==> config.mk <==
export PLATFORM = sky130hd
export DESIGN_NAME = fir_memory_arbiter_flat
export DESIGN_NICKNAME = d
export VERILOG_FILES = /design/src/rtl/fir_memory_arbiter_if.sv /design/src/rtl/fir_memory_arbiter.sv /design/src/flat_wrapper.sv
export SDC_FILE = /design/constraint.sdc
export NUM_CORES = 1
export LEC_CHECK = 0
export CAP_MARGIN = 20
export CORE_AREA = 3 3 192 194
export CTS_CLUSTER_SIZE = 40
export DETAILED_ROUTE_END_ITERATION = 7
export DIE_AREA = 0 0 195 197
export SLEW_MARGIN = 20
export SYNTH_ARGS = -nofsm -noshare
export SYNTH_HDL_FRONTEND = slang
export SYNTH_SLANG_ARGS = --single-unit
==> constraint.sdc <==
create_clock -name clk -period 2.3 [get_ports clk]
set_clock_uncertainty 0.15 [all_clocks]
set_input_delay 0.46 -clock clk [delete_from_list [all_inputs] [get_ports clk]]
set_output_delay 0.46 -clock clk [all_outputs]
set_load 0.01 [all_outputs]
==> src/rtl/fir_memory_arbiter_if.sv <==
// Requester-side bus of the FIR coefficient/sample RAM arbiter.
// The requester uses the master modport, the arbiter the slave modport.
interface fir_memory_arbiter_if #(
    parameter int ADDR_W = 14,
    parameter int DATA_W = 64
);
    logic                  req;
    logic                  write;
    logic [ADDR_W-1:0]     address;
    logic [DATA_W/8-1:0]   byteenable;
    logic [DATA_W-1:0]     writedata;
    logic                  waitrequest;
    logic                  readdatavalid;
    logic [DATA_W-1:0]     readdata;

    modport master (
        output req, write, address, byteenable, writedata,
        input  waitrequest, readdatavalid, readdata
    );

    modport slave (
        input  req, write, address, byteenable, writedata,
        output waitrequest, readdatavalid, readdata
    );
endinterface

==> src/rtl/fir_memory_arbiter.sv <==
// Round-robin arbiter sharing one RAM port between the FIR tap sequencer (m0)
// and the host loader (m1); read data is steered back by a latency-matched tag pipe.
module fir_memory_arbiter #(
    parameter int ADDR_W     = 14,
    parameter int DATA_W     = 64,
    parameter int RD_LATENCY = 1,
    parameter int CNT_W      = 16
) (
    input  logic                  clk,
    input  logic                  reset,
    fir_memory_arbiter_if.slave   m0,
    fir_memory_arbiter_if.slave   m1,
    output logic [ADDR_W-1:0]     ram_address,
    output logic [DATA_W/8-1:0]   ram_byteenable,
    output logic                  ram_chipselect,
    output logic                  ram_write,
    output logic [DATA_W-1:0]     ram_writedata,
    output logic                  ram_clken,
    input  logic [DATA_W-1:0]     ram_readdata,
    output logic [CNT_W-1:0]      gnt_cnt0,
    output logic [CNT_W-1:0]      gnt_cnt1
);
    localparam int              BE_W    = DATA_W / 8;
    localparam logic [CNT_W-1:0] CNT_ONE = CNT_W'(1'b1);

    logic                   prio_r;
    logic                   gnt0_s;
    logic                   gnt1_s;
    logic                   accept_s;
    logic                   sel_write_s;
    logic [ADDR_W-1:0]      sel_address_s;
    logic [BE_W-1:0]        sel_byteenable_s;
    logic [DATA_W-1:0]      sel_writedata_s;
    logic [ADDR_W-1:0]      address_hold_r;
    logic [BE_W-1:0]        byteenable_hold_r;
    logic [DATA_W-1:0]      writedata_hold_r;
    logic [RD_LATENCY-1:0]  tag_valid_r;
    logic [RD_LATENCY-1:0]  tag_id_r;
    logic [CNT_W-1:0]       gnt_cnt0_r;
    logic [CNT_W-1:0]       gnt_cnt1_r;

    // Grant decision: sole requester wins, prio breaks ties, nothing while in reset.
    always_comb begin
        gnt0_s = 1'b0;
        gnt1_s = 1'b0;
        if (reset) begin
            gnt0_s = 1'b0;
            gnt1_s = 1'b0;
        end else if (m0.req && m1.req) begin
            gnt0_s = ~prio_r;
            gnt1_s = prio_r;
        end else begin
            gnt0_s = m0.req;
            gnt1_s = m1.req;
        end
    end

    assign accept_s = gnt0_s | gnt1_s;

    // Request field mux toward the winner.
    always_comb begin
        if (gnt1_s) begin
            sel_write_s      = m1.write;
            sel_address_s    = m1.address;
            sel_byteenable_s = m1.byteenable;
            sel_writedata_s  = m1.writedata;
        end else begin
            sel_write_s      = m0.write;
            sel_address_s    = m0.address;
            sel_byteenable_s = m0.byteenable;
            sel_writedata_s  = m0.writedata;
        end
    end

    // RAM port drive; idle cycles replay the last accepted fields so the RAM sees no glitches.
    always_comb begin
        ram_chipselect = accept_s;
        ram_write      = accept_s & sel_write_s;
        if (accept_s) begin
            ram_address    = sel_address_s;
            ram_byteenable = sel_byteenable_s;
            ram_writedata  = sel_writedata_s;
        end else begin
            ram_address    = address_hold_r;
            ram_byteenable = byteenable_hold_r;
            ram_writedata  = writedata_hold_r;
        end
    end

    assign ram_clken = 1'b1;

    // Requester responses; readdatavalid is masked during reset so a tag due that cycle is dropped.
    always_comb begin
        m0.waitrequest   = ~gnt0_s;
        m1.waitrequest   = ~gnt1_s;
        m0.readdatavalid = tag_valid_r[RD_LATENCY-1] & ~tag_id_r[RD_LATENCY-1] & ~reset;
        m1.readdatavalid = tag_valid_r[RD_LATENCY-1] &  tag_id_r[RD_LATENCY-1] & ~reset;
        m0.readdata      = ram_readdata;
        m1.readdata      = ram_readdata;
    end

    // Priority pointer and held RAM fields.
    always_ff @(posedge clk) begin
        if (reset) begin
            prio_r            <= 1'b0;
            address_hold_r    <= {ADDR_W{1'b0}};
            byteenable_hold_r <= {BE_W{1'b0}};
            writedata_hold_r  <= {DATA_W{1'b0}};
        end else if (accept_s) begin
            prio_r            <= gnt0_s;
            address_hold_r    <= sel_address_s;
            byteenable_hold_r <= sel_byteenable_s;
            writedata_hold_r  <= sel_writedata_s;
        end else begin
            prio_r            <= prio_r;
            address_hold_r    <= address_hold_r;
            byteenable_hold_r <= byteenable_hold_r;
            writedata_hold_r  <= writedata_hold_r;
        end
    end

    // Read tag pipe, aligned with the RAM read latency.
    always_ff @(posedge clk) begin
        if (reset) begin
            tag_valid_r <= {RD_LATENCY{1'b0}};
            tag_id_r    <= {RD_LATENCY{1'b0}};
        end else begin
            tag_valid_r[0] <= accept_s & ~sel_write_s;
            tag_id_r[0]    <= gnt1_s;
            for (int i = 1; i < RD_LATENCY; i++) begin
                tag_valid_r[i] <= tag_valid_r[i-1];
                tag_id_r[i]    <= tag_id_r[i-1];
            end
        end
    end

    // Debug grant counters, wrapping naturally.
    always_ff @(posedge clk) begin
        if (reset) begin
            gnt_cnt0_r <= {CNT_W{1'b0}};
            gnt_cnt1_r <= {CNT_W{1'b0}};
        end else begin
            gnt_cnt0_r <= gnt0_s ? gnt_cnt0_r + CNT_ONE : gnt_cnt0_r;
            gnt_cnt1_r <= gnt1_s ? gnt_cnt1_r + CNT_ONE : gnt_cnt1_r;
        end
    end

    assign gnt_cnt0 = gnt_cnt0_r;
    assign gnt_cnt1 = gnt_cnt1_r;
endmodule

==> src/flat_wrapper.sv <==
// flat-port wrapper written by rule: the top's interface ports become plain ports
module fir_memory_arbiter_flat 
#(
    parameter int ADDR_W     = 14,
    parameter int DATA_W     = 64,
    parameter int RD_LATENCY = 1,
    parameter int CNT_W      = 16
)
  (clk, reset, ram_address, ram_byteenable, ram_chipselect, ram_write, ram_writedata, ram_clken, ram_readdata, gnt_cnt0, gnt_cnt1, m0_req, m0_write, m0_address, m0_byteenable, m0_writedata, m0_waitrequest, m0_readdatavalid, m0_readdata, m1_req, m1_write, m1_address, m1_byteenable, m1_writedata, m1_waitrequest, m1_readdatavalid, m1_readdata);
  fir_memory_arbiter_if #(.ADDR_W(ADDR_W), .DATA_W(DATA_W)) m0_i ();
  fir_memory_arbiter_if #(.ADDR_W(ADDR_W), .DATA_W(DATA_W)) m1_i ();
  input  logic clk;
  input  logic reset;
  output logic [ADDR_W-1:0] ram_address;
  output logic [DATA_W/8-1:0] ram_byteenable;
  output logic ram_chipselect;
  output logic ram_write;
  output logic [DATA_W-1:0] ram_writedata;
  output logic ram_clken;
  input  logic [DATA_W-1:0] ram_readdata;
  output logic [CNT_W-1:0] gnt_cnt0;
  output logic [CNT_W-1:0] gnt_cnt1;
  input wire logic [$bits(m0_i.req)-1:0] m0_req;
  input wire logic [$bits(m0_i.write)-1:0] m0_write;
  input wire logic [$bits(m0_i.address)-1:0] m0_address;
  input wire logic [$bits(m0_i.byteenable)-1:0] m0_byteenable;
  input wire logic [$bits(m0_i.writedata)-1:0] m0_writedata;
  output wire logic [$bits(m0_i.waitrequest)-1:0] m0_waitrequest;
  output wire logic [$bits(m0_i.readdatavalid)-1:0] m0_readdatavalid;
  output wire logic [$bits(m0_i.readdata)-1:0] m0_readdata;
  input wire logic [$bits(m1_i.req)-1:0] m1_req;
  input wire logic [$bits(m1_i.write)-1:0] m1_write;
  input wire logic [$bits(m1_i.address)-1:0] m1_address;
  input wire logic [$bits(m1_i.byteenable)-1:0] m1_byteenable;
  input wire logic [$bits(m1_i.writedata)-1:0] m1_writedata;
  output wire logic [$bits(m1_i.waitrequest)-1:0] m1_waitrequest;
  output wire logic [$bits(m1_i.readdatavalid)-1:0] m1_readdatavalid;
  output wire logic [$bits(m1_i.readdata)-1:0] m1_readdata;
  assign m0_i.req = m0_req;
  assign m0_i.write = m0_write;
  assign m0_i.address = m0_address;
  assign m0_i.byteenable = m0_byteenable;
  assign m0_i.writedata = m0_writedata;
  assign m0_waitrequest = m0_i.waitrequest;
  assign m0_readdatavalid = m0_i.readdatavalid;
  assign m0_readdata = m0_i.readdata;
  assign m1_i.req = m1_req;
  assign m1_i.write = m1_write;
  assign m1_i.address = m1_address;
  assign m1_i.byteenable = m1_byteenable;
  assign m1_i.writedata = m1_writedata;
  assign m1_waitrequest = m1_i.waitrequest;
  assign m1_readdatavalid = m1_i.readdatavalid;
  assign m1_readdata = m1_i.readdata;
  fir_memory_arbiter #(.ADDR_W(ADDR_W), .DATA_W(DATA_W), .RD_LATENCY(RD_LATENCY), .CNT_W(CNT_W)) u_core (.clk(clk), .reset(reset), .m0(m0_i), .m1(m1_i), .ram_address(ram_address), .ram_byteenable(ram_byteenable), .ram_chipselect(ram_chipselect), .ram_write(ram_write), .ram_writedata(ram_writedata), .ram_clken(ram_clken), .ram_readdata(ram_readdata), .gnt_cnt0(gnt_cnt0), .gnt_cnt1(gnt_cnt1));
endmodule
### Word-level counts from Yosys, hierarchy flattened

Cells that the tools add are included.

| storage, ports and cells | value |
|---|---|
| logic and storage cells | 35 |
| output and inout port bits | 253 |
| bits of input ports | 242 |
| flip-flop bits (word level) | 121 |

| operators by class | value |
|---|---|
| reductions and logical operators | 1 |
| add/subtract/negate cells | 2 |
| bitwise operators | 13 |
| multiplexer cells | 11 |

Operator list:

| cell | number |
|---|---|
| 2-to-1 mux 64 bit | 2 |
| adder 16 x 1 -> 16 bit, second input constant | 2 |
| 2-to-1 mux 14 bit | 2 |
| 2-to-1 mux 8 bit | 2 |
| AND 1 bit | 6 |
| inverter 1 bit | 6 |
| 2-to-1 mux 1 bit | 5 |
| logical AND 1 bit | 1 |
| OR 1 bit | 1 |

### Logic depth before layout (Yosys ltp)

Gate-level depths: netlist of the first run.

| logic depth | value |
|---|---|
| word-level depth | 6 |
| mapped depth | 9 |

### Worst setup path before layout of the first run

OpenSTA, ideal clock, no wires.

| path | value |
|---|---|
| path type | input port to output port |
| from | input port m0_req |
| to | output port ram_writedata[24] |
| buffers on the path | 2 |
| arrival time | 1,720 ps |
| stages | 6 |
| required time | 1,690 ps |
| path slack | -30 ps |
| cells stage by stage | a21bo_2 nor2_1 buf_2 buf_2 nand2_1 a31oi_1 |

| on the way | value |
|---|---|
| longest elaborated chain between the ends | 5 |
| elaborated cells between the ends (all ways) | 8 |
| classes of those cells | mux: 6; bitwise: 1; reduce/logical: 1 |

RTL lines:

| item | line | text |
|---|---|---|
| start: declaration | flat_wrapper.sv:23 | `input wire logic [$bits(m0_i.req)-1:0] m0_req;` |
| logical AND 1 bit | fir_memory_arbiter.sv:49 | `end else if (m0.req && m1.req) begin` |
| 2-to-1 mux 1 bit | fir_memory_arbiter.sv:49 |  |
| 2-to-1 mux 1 bit | fir_memory_arbiter.sv:46 | `if (reset) begin` |
| 2-to-1 mux 64 bit or OR 1 bit (tied branches) | fir_memory_arbiter.sv:62, fir_memory_arbiter.sv:58 |  |
| 2-to-1 mux 64 bit (*) | - |  |
| end: declaration | flat_wrapper.sv:18 | `output logic [DATA_W-1:0] ram_writedata;` |

Mark *: on every way between the ends. The rest lies on a longest branch, timed or not.

### Worst setup path in the final report of the first run

| path | value |
|---|---|
| from | input port m0_req |
| to | output port ram_writedata[50] |

Same word-level chain as after synthesis.

==> results of run 1 <==
==> power by group through the flow <==
stage	Clock [uW]	Combinational (uW)	Sequential (uW)
2_1_floorplan	0	825	2310
3_3_place_gp	0	1670	2310
3_5_place_dp	0	1690	2310
4_1_cts	2770	1890	2320
5_1_grt	2840	2280	2350
6_report	2680	2150	2330
==> area by class of cell <==
class / instances / area [um2] / share of cell area [%]
timing repair buffer: 585 / 5620 / 41.0
sequential: 121 / 2420 / 17.7
multi-input combinational: 567 / 4470 / 32.6
antenna: 1 / 2.50 / 0.0182
inverter: 5 / 43.8 / 0.319
clock inverter: 14 / 141 / 1.03
tap: 461 / 577 / 4.20
clock buffer: 18 / 439 / 3.20
==> cell usage after synthesis (2+ instances only) <==
library cell,instances,area (um2)
a311oi_1,86,753
buf_4,130,976
or4_1,8,60.1
xnor2_1,4,35.0
inv_2,2,7.51
nand4_1,12,75.1
nand3_1,10,50.1
o41ai_1,2,17.5
clkbuf_1,29,109
a21oi_1,12,60.1
dfxtp_1,121,2420
ha_1,2,25.0
and4_1,3,26.3
nand2_1,186,698
a31oi_1,86,538
o21ai_0,5,25.0
buf_1,7,26.3
o311ai_0,2,17.5
buf_2,26,130
o31ai_1,7,52.6
and3_1,4,25.0
inv_1,3,11.3
or3_1,4,25.0
xor2_1,11,96.3
and2_1,4,25.0
nor2_1,103,387
nor4_1,2,12.5
==> timing repair <==
item,CTS,global route
endpoints found under the setup margin,90,90
pin swaps,108,109
gates cloned,16,6
buffers inserted,39,19
endpoints found under the hold margin,0,0
resized for setup,615,163
==> state kept, by name (all words and copies together), names as in the netlist <==
name / cells
u_core.gnt_cnt0: 16
u_core.tag_valid_r: 1
u_core.tag_id_r: 1
u_core.prio_r: 1
u_core.gnt_cnt1: 16
u_core.address_hold_r: 14
u_core.writedata_hold_r: 64
u_core.byteenable_hold_r: 8
==> placed cells by master, fill, tap and decap left out, types with 35 or more instances in the layout <==
cell type and count:
buf_6 35, nor2_1 90, clkdlybuf4s50_1 208, nand2_1 43, buf_4 225, a31oi_1 60
buf_2 67, a311oi_1 86, dfxtp_1 120, nand2_4 108
==> final timing paths <==
path / startpoint / endpoint / slack (ps) / depth (start not counted)
setup / recovery: m0_req / ram_writedata[50] / -320 / 10
hold / removal: u_core.gnt_cnt0[15] / u_core.gnt_cnt0[15] / 340 / 2
setup reg to reg: u_core.prio_r / u_core.gnt_cnt1[11] / 250 / 7
hold reg to reg: u_core.gnt_cnt0[15] / u_core.gnt_cnt0[15] / 340 / 2
==> per-stage QoR <==
step           setup slack [ps]  hold WS (ps)  std cells
3_3_place_gp               -985           322       1662
5_1_grt                    -419           355       1772
3_5_place_dp              -1010           330       1662
4_1_cts                    -414           334       1748
6_report                   -325           342       1772
2_1_floorplan              9.27           319        886
==> kinds of logic (layout without fill, tap and decap cells) <==
logic type | Yosys count | count (layout) | synth area share, %
simple gates | 341 | 341 | 20.8
compound gates | 208 | 208 | 22.5
buf+inv | 198 | 622 | 18.7
flops | 121 | 121 | 35.6
xor+xnor | 15 | 15 | 1.93
fa+ha+maj | 2 | 2 | 0.368
other cells | 1 | 2 | 0.0551
==> metal layers <==
metal | track usage (%) | routed length [um]
met3 | 5.09 | 2220
met4 | 5.68 | 845
met5 | 0 | 0
met2 | 25.3 | 15700
met1 | 16.9 | 12300
==> tightest hold or removal path, delay by kind of cell, from the launching register on <==
family	cells	cell delay, ps
flip-flops	1	320
AO/OA/AOI/OAI	2	130
==> run_results.csv, run 1 <==
group,metric,value,unit
outcome,status,"finished, violations left",
outcome,failed_checks,"setup timing",
worst_setup_path,timing_worst_setup_path_type,"in -> out",
logic_synthesis,async_flop_share,0,%
global_route,globalRouteTotalUtil,14.7,%
worst_setup_path,cp-start-kind,"input pin",
pwr,power.share.combinational,30.0,%
timing,setup_repair_after_global_routing_missed_its_margin,"true",
worst_setup_path,path_delay_family,"buffers and inverters",
hold_path,worstHoldPathType,"reg -> reg",
clocking,cts_made_buffers,17,
logic_synthesis,synth_cells,886,
timing,max_slew.worst_pin.slew,828,ps
pwr,power.static_leakage,0.00570,uW
detailed_routing,wl,31000,um
worst_setup_path,critical-path-max-stage-delay,290,ps
final_layout,layout.core_utilization,38.8,%
worst_setup_path,critical_path_data_required_time,1690,ps
floorplan,starting_density_of_the_core,19.2,%
logic_synthesis,yosys_warning_total,0,
pwr,clockPowerShare,37.4,%
final_layout,nFillCells,3576,
placed_design,place.port_buffers,301,
global_route,antenna_violations_before_repair,1,
final_layout,nNetsFinal,1541,
detailed_routing,drt_antenna_net_count,0,
clocking,clockRootBuffer,"clkbuf_16",
logic_synthesis,synth-edff-count,0,
floorplan,die_h,197,um
clocking,cts_max_level,4,
floorplan,chipWidth,195,um
pwr,internal_power,4990,uW
clocking,cts_sinks,121,
logic_synthesis,avgSynthCellArea,7.68,um2
timing,slew_violations,0,
pwr,total_switching_power,2170,uW
pwr,total_power,7160,uW
final_layout,syn_to_final_growth,102,%
detailed_routing,avgRoutedWirePerCell,17.5,um
detailed_routing,route.detailed.vias_per_inst,4.61,
worst_setup_path,critical_path.slowest_cell,"dlygate4sd2_1",
timing,layout_setup_ws,-325,ps
final_layout,final_cell_area,13700,um2
detailed_routing,drt_drc_violations_left,0,
timing,fmax,0.381,GHz
pwr,peakVddDrop,505,uV
timing,final_hold_viol_count,0,
detailed_routing,vias,8164,
pwr,seq_power_share,32.6,%
worst_setup_path,critPathBufInv,6,
timing,totalNegativeSetupSlack,-25620,ps
floorplan,boundaryPins,495,
logic_synthesis,synth.ff_latch_count,121,
clocking,longest_clk_path_bufs,2,
placed_design,placement.cell_area,10800,um2
pwr,pwr_density_cell,522,nW/um2
clocking,worst_skew_pair.late_latency,440,ps
flow_run,max-cap-violations,0,
worst_setup_path,crit_chain,"dlygate4sd2_1 > a21bo_4 > nor2_4 > buf_6 > clkinv_8 > buf_12 > buf_16 > nand2_2 > a31oi_4 > buf_2",
final_layout,drive_gt1_share,45.6,%
clocking,tritoncts,"yes",
clocking,cts_hold_buf,0,
clocking,worst_setup_hold_path_clk_slew,60,ps
detailed_routing,drt-pass1-iter-count,4,
timing,layout_min_cycle_time,2620,ps
placed_design,dp_hpwl,19500,um
logic_synthesis,synth_seq_area_share,35.6,%
floorplan,row_count,69,
global_route,wire_length_of_the_first_global_routing_pass,44600,um
placed_design,gp_congestion,0.775,
timing,min_period_over_period,114,%
worst_setup_path,critPathArrivalTime,2010,ps
timing,max_slew_headroom_at_the_worst_pin,44.8,%
floorplan,design.die.area,38400,um2
timing,setup_violations,88,
global_route,pin_count_of_the_biggest_net_entering_global_routing,68,
global_route,grt_pass1_vias,8065,
logic_synthesis,dominantRegCellSynth,"dfxtp_1",
worst_setup_path,worstPathMaxFanout,6,
logic_synthesis,post_synthesis_net_count,1130,
logic_synthesis,synth_cell_types,42,
pwr,switching_share,30.3,%
worst_setup_path,setup.worst_path.end_class,"output port",
detailed_routing,initialDrtViolationCount,323,
global_route,grt-ovfl-total,0,
floorplan,design.core.area,35400,um2
logic_synthesis,netlist_area,6800,um2
No activity file was read; power rests on OpenSTA's default activity.
==> inputs of run 2 (changes only) <==
CELL_PAD_IN_SITES_DETAIL_PLACEMENT = 2   (was unset)
CELL_PAD_IN_SITES_GLOBAL_PLACEMENT = 2   (was unset)
CORE_AREA = unset   (was 3 3 192 194)
CORE_MARGIN = 3   (was unset)
CORE_UTILIZATION = 17   (was unset)
DIE_AREA = unset   (was 0 0 195 197)
PLACE_DENSITY_LB_ADDON = 0.1   (was unset)
==> run 2 against run 1 <==
The run still ends with setup timing left. Critical path depth is 1 lower. Setup slack worse by 30 ps. Wire length is 17% higher. Utilization is 3.7 points lower. Highest routed layer unchanged. Critical endpoint is now ram_writedata[25]. First-iteration DRC count is 36% lower. Clock power is 7.8% higher. Power is 2.3% higher. Maximum frequency is 1.1% lower.
==> run_results.csv, run 2 (synthesized netlist as in run 1, its figures left out) <==
group,metric,value,unit
placed_design,place.port_buffers,301,
timing,setup_repair_after_global_routing_missed_its_margin,"true",
clocking,clockRootBuffer,"clkbuf_16",
clocking,worst_skew_pair.late_latency,440,ps
timing,max_slew_headroom_at_the_worst_pin,48.6,%
global_route,grt_pass1_vias,8829,
clocking,cts_max_level,4,
floorplan,design.core.area,39100,um2
floorplan,die_h,206,um
placed_design,gp_congestion,0.716,
worst_setup_path,critPathArrivalTime,2050,ps
global_route,grt-ovfl-total,0,
flow_run,max-cap-violations,0,
final_layout,nFillCells,4333,
outcome,status,"finished, violations left",
floorplan,boundaryPins,495,
floorplan,row_count,72,
final_layout,largest_register_by_flop_count,"u_core.writedata_hold_r",
hold_path,hold_path_startpoint,"u_core.writedata_hold_r[7]",
global_route,antenna_violations_before_repair,1,
floorplan,starting_density_of_the_core,17.4,%
worst_setup_path,cp-startpoint,"m0_req",
final_layout,layout.core_utilization,35.1,%
detailed_routing,initialDrtViolationCount,207,
timing,slew_violations,0,
final_layout,syn_to_final_growth,102,%
final_layout,nNetsFinal,1545,
timing,min_period_over_period,115,%
detailed_routing,drt_drc_violations_left,0,
clocking,longest_clk_path_bufs,2,
global_route,pin_count_of_the_biggest_net_entering_global_routing,58,
clocking,cts_sinks,121,
final_layout,most-common-layout-cells,"233 x buf_4, 207 x clkdlybuf4s50_1, 120 x dfxtp_1",
pwr,power.static_leakage,0.00568,uW
worst_setup_path,ff2ff_path_depth,9,
floorplan,design.die.area,42400,um2
placed_design,dp_hpwl,24700,um
final_layout,most_common_library_cell_in_the_layout_ignoring_fill_and_taps,"buf_4",
hold_path,hold_end,"u_core.writedata_hold_r[7]",
detailed_routing,vias,8096,
pwr,pwr_density_cell,534,nW/um2
detailed_routing,drt-pass1-iter-count,4,
detailed_routing,drt_antenna_net_count,0,
clocking,worst_setup_hold_path_clk_slew,50,ps
worst_setup_path,rrSetupSlack,300,ps
detailed_routing,avgRoutedWirePerCell,19.8,um
global_route,globalRouteTotalUtil,16.4,%
timing,final_hold_viol_count,0,
worst_setup_path,critical_path.reg2reg.startpoint,"u_core.prio_r",
timing,max_slew.worst_pin.slew,771,ps
clocking,tritoncts,"yes",
floorplan,chipWidth,206,um
timing,layout_min_cycle_time,2660,ps
final_layout,largest_register_ff_count,64,
timing,fmax,0.377,GHz
global_route,wire_length_of_the_first_global_routing_pass,52900,um
detailed_routing,wl,36300,um
pwr,total_power,7320,uW
worst_setup_path,setup.worst_path.end_class,"output port",
hold_path,worstHoldPathType,"reg -> reg",
clocking,cts_made_buffers,17,
detailed_routing,route.detailed.vias_per_inst,4.42,
worst_setup_path,worstPathMaxFanout,8,
final_layout,drive_gt1_share,45.3,%
timing,setup_violations,90,
worst_setup_path,critical_path_data_required_time,1690,ps
worst_setup_path,timing_worst_setup_path_type,"in -> out",
timing,hold_ws,337,ps
clocking,cts_hold_buf,0,
pwr,peakVddDrop,282,uV
worst_setup_path,cp-start-kind,"input pin",
worst_setup_path,rr_endpoint,"u_core.address_hold_r[5]",
timing,layout_setup_ws,-355,ps
outcome,failed_checks,"setup timing",
hold_path,hold_critical_path_depth,2,
[run 2: where the power goes]
part / internal [uW] / switching [uW]
Clock: 1830 / 1060
Combinational: 1170 / 949
Sequential: 2230 / 90.7
Total: 5220 / 2100
[run 2: cell type report]
| cell class | count | area (um2) | area share (%) |
|---|---|---|---|
| Timing Repair Buffer | 587 | 5570 | 40.6 |
| Inverter | 5 | 57.6 | 0.420 |
| Antenna cell | 1 | 2.50 | 0.0182 |
| Timing Repair inverter | 2 | 20.0 | 0.146 |
| Clock inverter | 5 | 80.1 | 0.584 |
| Tap cell | 518 | 648 | 4.73 |
| Clock buffer | 27 | 543 | 3.96 |
| Multi-Input combinational cell | 567 | 4370 | 31.9 |
| Sequential cell | 121 | 2420 | 17.7 |
[run 2: worst max path at each step]
stage                                   end  depth (start not counted)  slack [ps]
after detailed placement  ram_writedata[28]                          8       -1060
after floorplan           ram_writedata[48]                          9           9
after global placement    ram_writedata[28]                          8       -1000
after CTS                 ram_byteenable[2]                          9        -430
final                     ram_writedata[25]                          9        -360
after global routing      ram_writedata[25]                          9        -450
[run 2: metal layers]
layer  part of all wire, %  wire (um)  up-vias  track usage (%)
li1                      -          -     3894                -
met1                    38      14000     3929             17.6
met2                    52      19000      210             30.0
met3                   6.5       2370       63             5.20
met4                   2.6        944        0             5.96
met5                     0          0        -                0
[run 2: critical path: stages]
cell           delay (ps)
dlygate4sd2_1         280
a21bo_4               260
nor2_4                100
buf_12                160
buf_12                180
clkbuf_16             170
nand2_2                60
a31oi_1               200
buf_2                 170
[run 2: per-stage QoR]
stage | setup TNS (ps) | worst slack [ps] | area [um2] | cells
after detailed placement | -107180 | -1060 | 11100 | 1738
after floorplan | 0 | 9.27 | 6800 | 886
after CTS | -31940 | -427 | 12700 | 1811
final | -25420 | -355 | 13700 | 1833
after global routing | -33320 | -453 | 13700 | 1833
after global placement | -96720 | -997 | 11100 | 1738
[run 2: timing repair]
action                     CTS  global route
gates cloned                15             5
setup endpoints to repair   90            91
setup buffers               26            20
resized for setup          609           157
pin swaps                   91            82
==> inputs of run 3 (changes only) <==
MAX_ROUTING_LAYER = met4   (was unset)
==> run 3 against run 2 <==
The run still ends with setup timing left. Global-route usage increased by 0.49 points. Sequential power about the same. Register-to-register slack got worse by 110 ps. Power up 1.3%. Via count is 0.68% higher. Sequential cell count unchanged. Critical path type unchanged. Hold slack hardly changed. Final area increased by 2.5%. Clock-buffer cell count unchanged. Die area stayed put. Clock power is essentially flat. Critical path depth unchanged. Largest power group unchanged.
==> run_results.csv, run 3 (synthesized netlist as in run 1, its figures left out) <==
group,metric,value,unit
final_layout,final_cell_count_no_fill,1835,
worst_setup_path,timing_worst_setup_path_type,"in -> out",
hold_path,hold_path_startpoint,"u_core.writedata_hold_r[7]",
worst_setup_path,critPathBufInv,5,
detailed_routing,initialDrtViolationCount,223,
worst_setup_path,critical_path.slowest_cell,"dlygate4sd2_1",
clocking,clockRootBuffer,"clkbuf_16",
clocking,worst_skew_pair.late_latency,440,ps
worst_setup_path,critPathArrivalTime,2020,ps
worst_setup_path,critical_path_data_required_time,1690,ps
global_route,pin_count_of_the_biggest_net_entering_global_routing,58,
timing,fmax,0.381,GHz
placed_design,gp_congestion,0.725,
worst_setup_path,ff2ff_path_depth,10,
timing,max_slew_headroom_at_the_worst_pin,47.4,%
worst_setup_path,path_delay_family,"buffers and inverters",
global_route,grt-ovfl-total,0,
pwr,seq_power_share,31.3,%
pwr,total_power,7420,uW
pwr,switching_share,28.9,%
pwr,power.share.combinational,29.8,%
floorplan,boundaryPins,495,
timing,totalNegativeSetupSlack,-23980,ps
detailed_routing,drt_drc_violations_left,0,
placed_design,dp_hpwl,24700,um
clocking,cts_sinks,121,
global_route,antenna_violations_before_repair,1,
clocking,cts_hold_buf,0,
timing,slew_violations,0,
timing,setup_violations,90,
detailed_routing,route.detailed.vias_per_inst,4.44,
final_layout,most_common_library_cell_in_the_layout_ignoring_fill_and_taps,"buf_4",
timing,hold_ws,337,ps
final_layout,largest_register_ff_count,64,
worst_setup_path,crit_end,"ram_writedata[60]",
flow_run,max-cap-violations,0,
outcome,status,"finished, violations left",
timing,layout_setup_ws,-326,ps
global_route,wire_length_of_the_first_global_routing_pass,52800,um
hold_path,worstHoldPathType,"reg -> reg",
global_route,grt_pass1_vias,8847,
worst_setup_path,rrSetupSlack,190,ps
final_layout,largest_register_by_flop_count,"u_core.writedata_hold_r",
timing,max_slew.worst_pin.slew,790,ps
outcome,failed_checks,"setup timing",
final_layout,most-common-layout-cells,"233 x buf_4, 207 x clkdlybuf4s50_1, 120 x dfxtp_1",
worst_setup_path,critical_path.reg2reg.startpoint,"u_core.prio_r",
clocking,worst_setup_hold_path_clk_slew,50,ps
worst_setup_path,rr_endpoint,"u_core.address_hold_r[5]",
pwr,power.static_leakage,0.00582,uW
final_layout,nNetsFinal,1547,
worst_setup_path,critical-path-max-stage-delay,270,ps
detailed_routing,vias,8151,
floorplan,chipWidth,206,um
floorplan,die_h,206,um
worst_setup_path,worstPathMaxFanout,8,
pwr,clockPowerShare,38.9,%
worst_setup_path,path_depth,9,
pwr,pwr_density_cell,528,nW/um2
clocking,cts_made_buffers,17,
timing,min_period_over_period,114,%
timing,layout_min_cycle_time,2630,ps
placed_design,place.port_buffers,301,
final_layout,nFillCells,4282,
timing,final_hold_viol_count,0,
worst_setup_path,critPathMostFrequentCell,"buf_12",
pwr,peakVddDrop,281,uV
pwr,internal_power,5270,uW
floorplan,design.die.area,42400,um2
worst_setup_path,cp-startpoint,"m0_req",
worst_setup_path,setup.worst_path.end_class,"output port",
detailed_routing,wl,36600,um
floorplan,starting_density_of_the_core,17.4,%
clocking,cts_max_level,4,
timing,setup_repair_after_global_routing_missed_its_margin,"true",
detailed_routing,drt-pass1-iter-count,4,
clocking,longest_clk_path_bufs,2,
clocking,tritoncts,"yes",
worst_setup_path,crit_chain,"dlygate4sd2_1 > a21bo_4 > nor2_4 > buf_12 > buf_12 > buf_16 > nand2_2 > a31oi_1 > buf_2",
final_layout,syn_to_final_growth,107,%
worst_setup_path,cp-start-kind,"input pin",
floorplan,design.core.area,39100,um2
detailed_routing,drt_antenna_net_count,0,
global_route,globalRouteTotalUtil,16.9,%
detailed_routing,avgRoutedWirePerCell,20.0,um
final_layout,drive_gt1_share,47.3,%
pwr,total_switching_power,2150,uW
floorplan,row_count,72,
placed_design,placed_cells,1738,
[run 3: changes by cell type in the layout (fill, tap and decap cells not counted), moves of 2 or more]
cell | before | now
nor2_1 | 89 | 83
nand2_1 | 47 | 38
buf_6 | 29 | 40
buf_2 | 66 | 59
nor2_2 | 13 | 19
nand2_4 | 81 | 97
a31oi_4 | 22 | 31
nand2_8 | 8 | 10
nand2_2 | 50 | 41
a31oi_1 | 61 | 51
buf_8 | 8 | 6
[run 3: per-layer routing]
| layer | wire length [um] | track usage [%] |
|---|---|---|
| met1 | 14100 | 17.8 |
| met2 | 19300 | 29.9 |
| met3 | 2360 | 5.10 |
| met4 | 918 | 5.96 |
| met5 | 0 | - |
[run 3: how the worst min path moves through the flow]
stage / to / depth (start not counted)
floorplan: u_core.address_hold_r[13] / 2
global placement: u_core.gnt_cnt0[15] / 2
detailed placement: u_core.writedata_hold_r[62] / 2
CTS: u_core.prio_r / 3
global route: u_core.byteenable_hold_r[2] / 2
finish: u_core.writedata_hold_r[7] / 2
[run 3: area by class of cell]
class	instances	area, um2	area share (%)
repair buffers	589	5630	40.0
multi-input cells	567	4660	33.1
flip-flops and latches	121	2420	17.2
well taps	518	648	4.61
clock buffers	27	543	3.86
clock inverters	5	80.1	0.570
inverters	5	57.6	0.409
repair inverters	2	20.0	0.142
diodes	1	2.50	0.0178
[run 3: worst register-to-register path: stages, from the launching register on]
cell,delay [ps]
dfxtp_2,330
a21bo_4,220
nor2_4,100
buf_12,160
buf_12,170
buf_12,180
nand2_4,60
buf_4,130
buf_4,120
buf_4,120
a311oi_1,260
[run 3: power by group through the flow]
stage               combinational [uW]  clock, uW  sequential (uW)
CTS                               1920       2990             2310
global route                      2380       3090             2330
global placement                  1760          0             2310
finish                            2210       2890             2320
detailed placement                1770          0             2320
floorplan                          825          0             2310
[run 3: stage by stage]
step	setup slack [ps]	area, um2	util [%]
floorplan	9.27	6800	-
global placement	-997	11100	28.5
detailed placement	-1060	11100	28.5
CTS	-427	12700	32.6
global route	-443	14100	36.0
finish	-326	14100	36.0
[run 3: timing repair]
action	CTS	global route
gates resized for setup	609	212
pin swaps	91	120
cloned	15	5
setup buffers	26	22
endpoints found under the setup margin	90	91
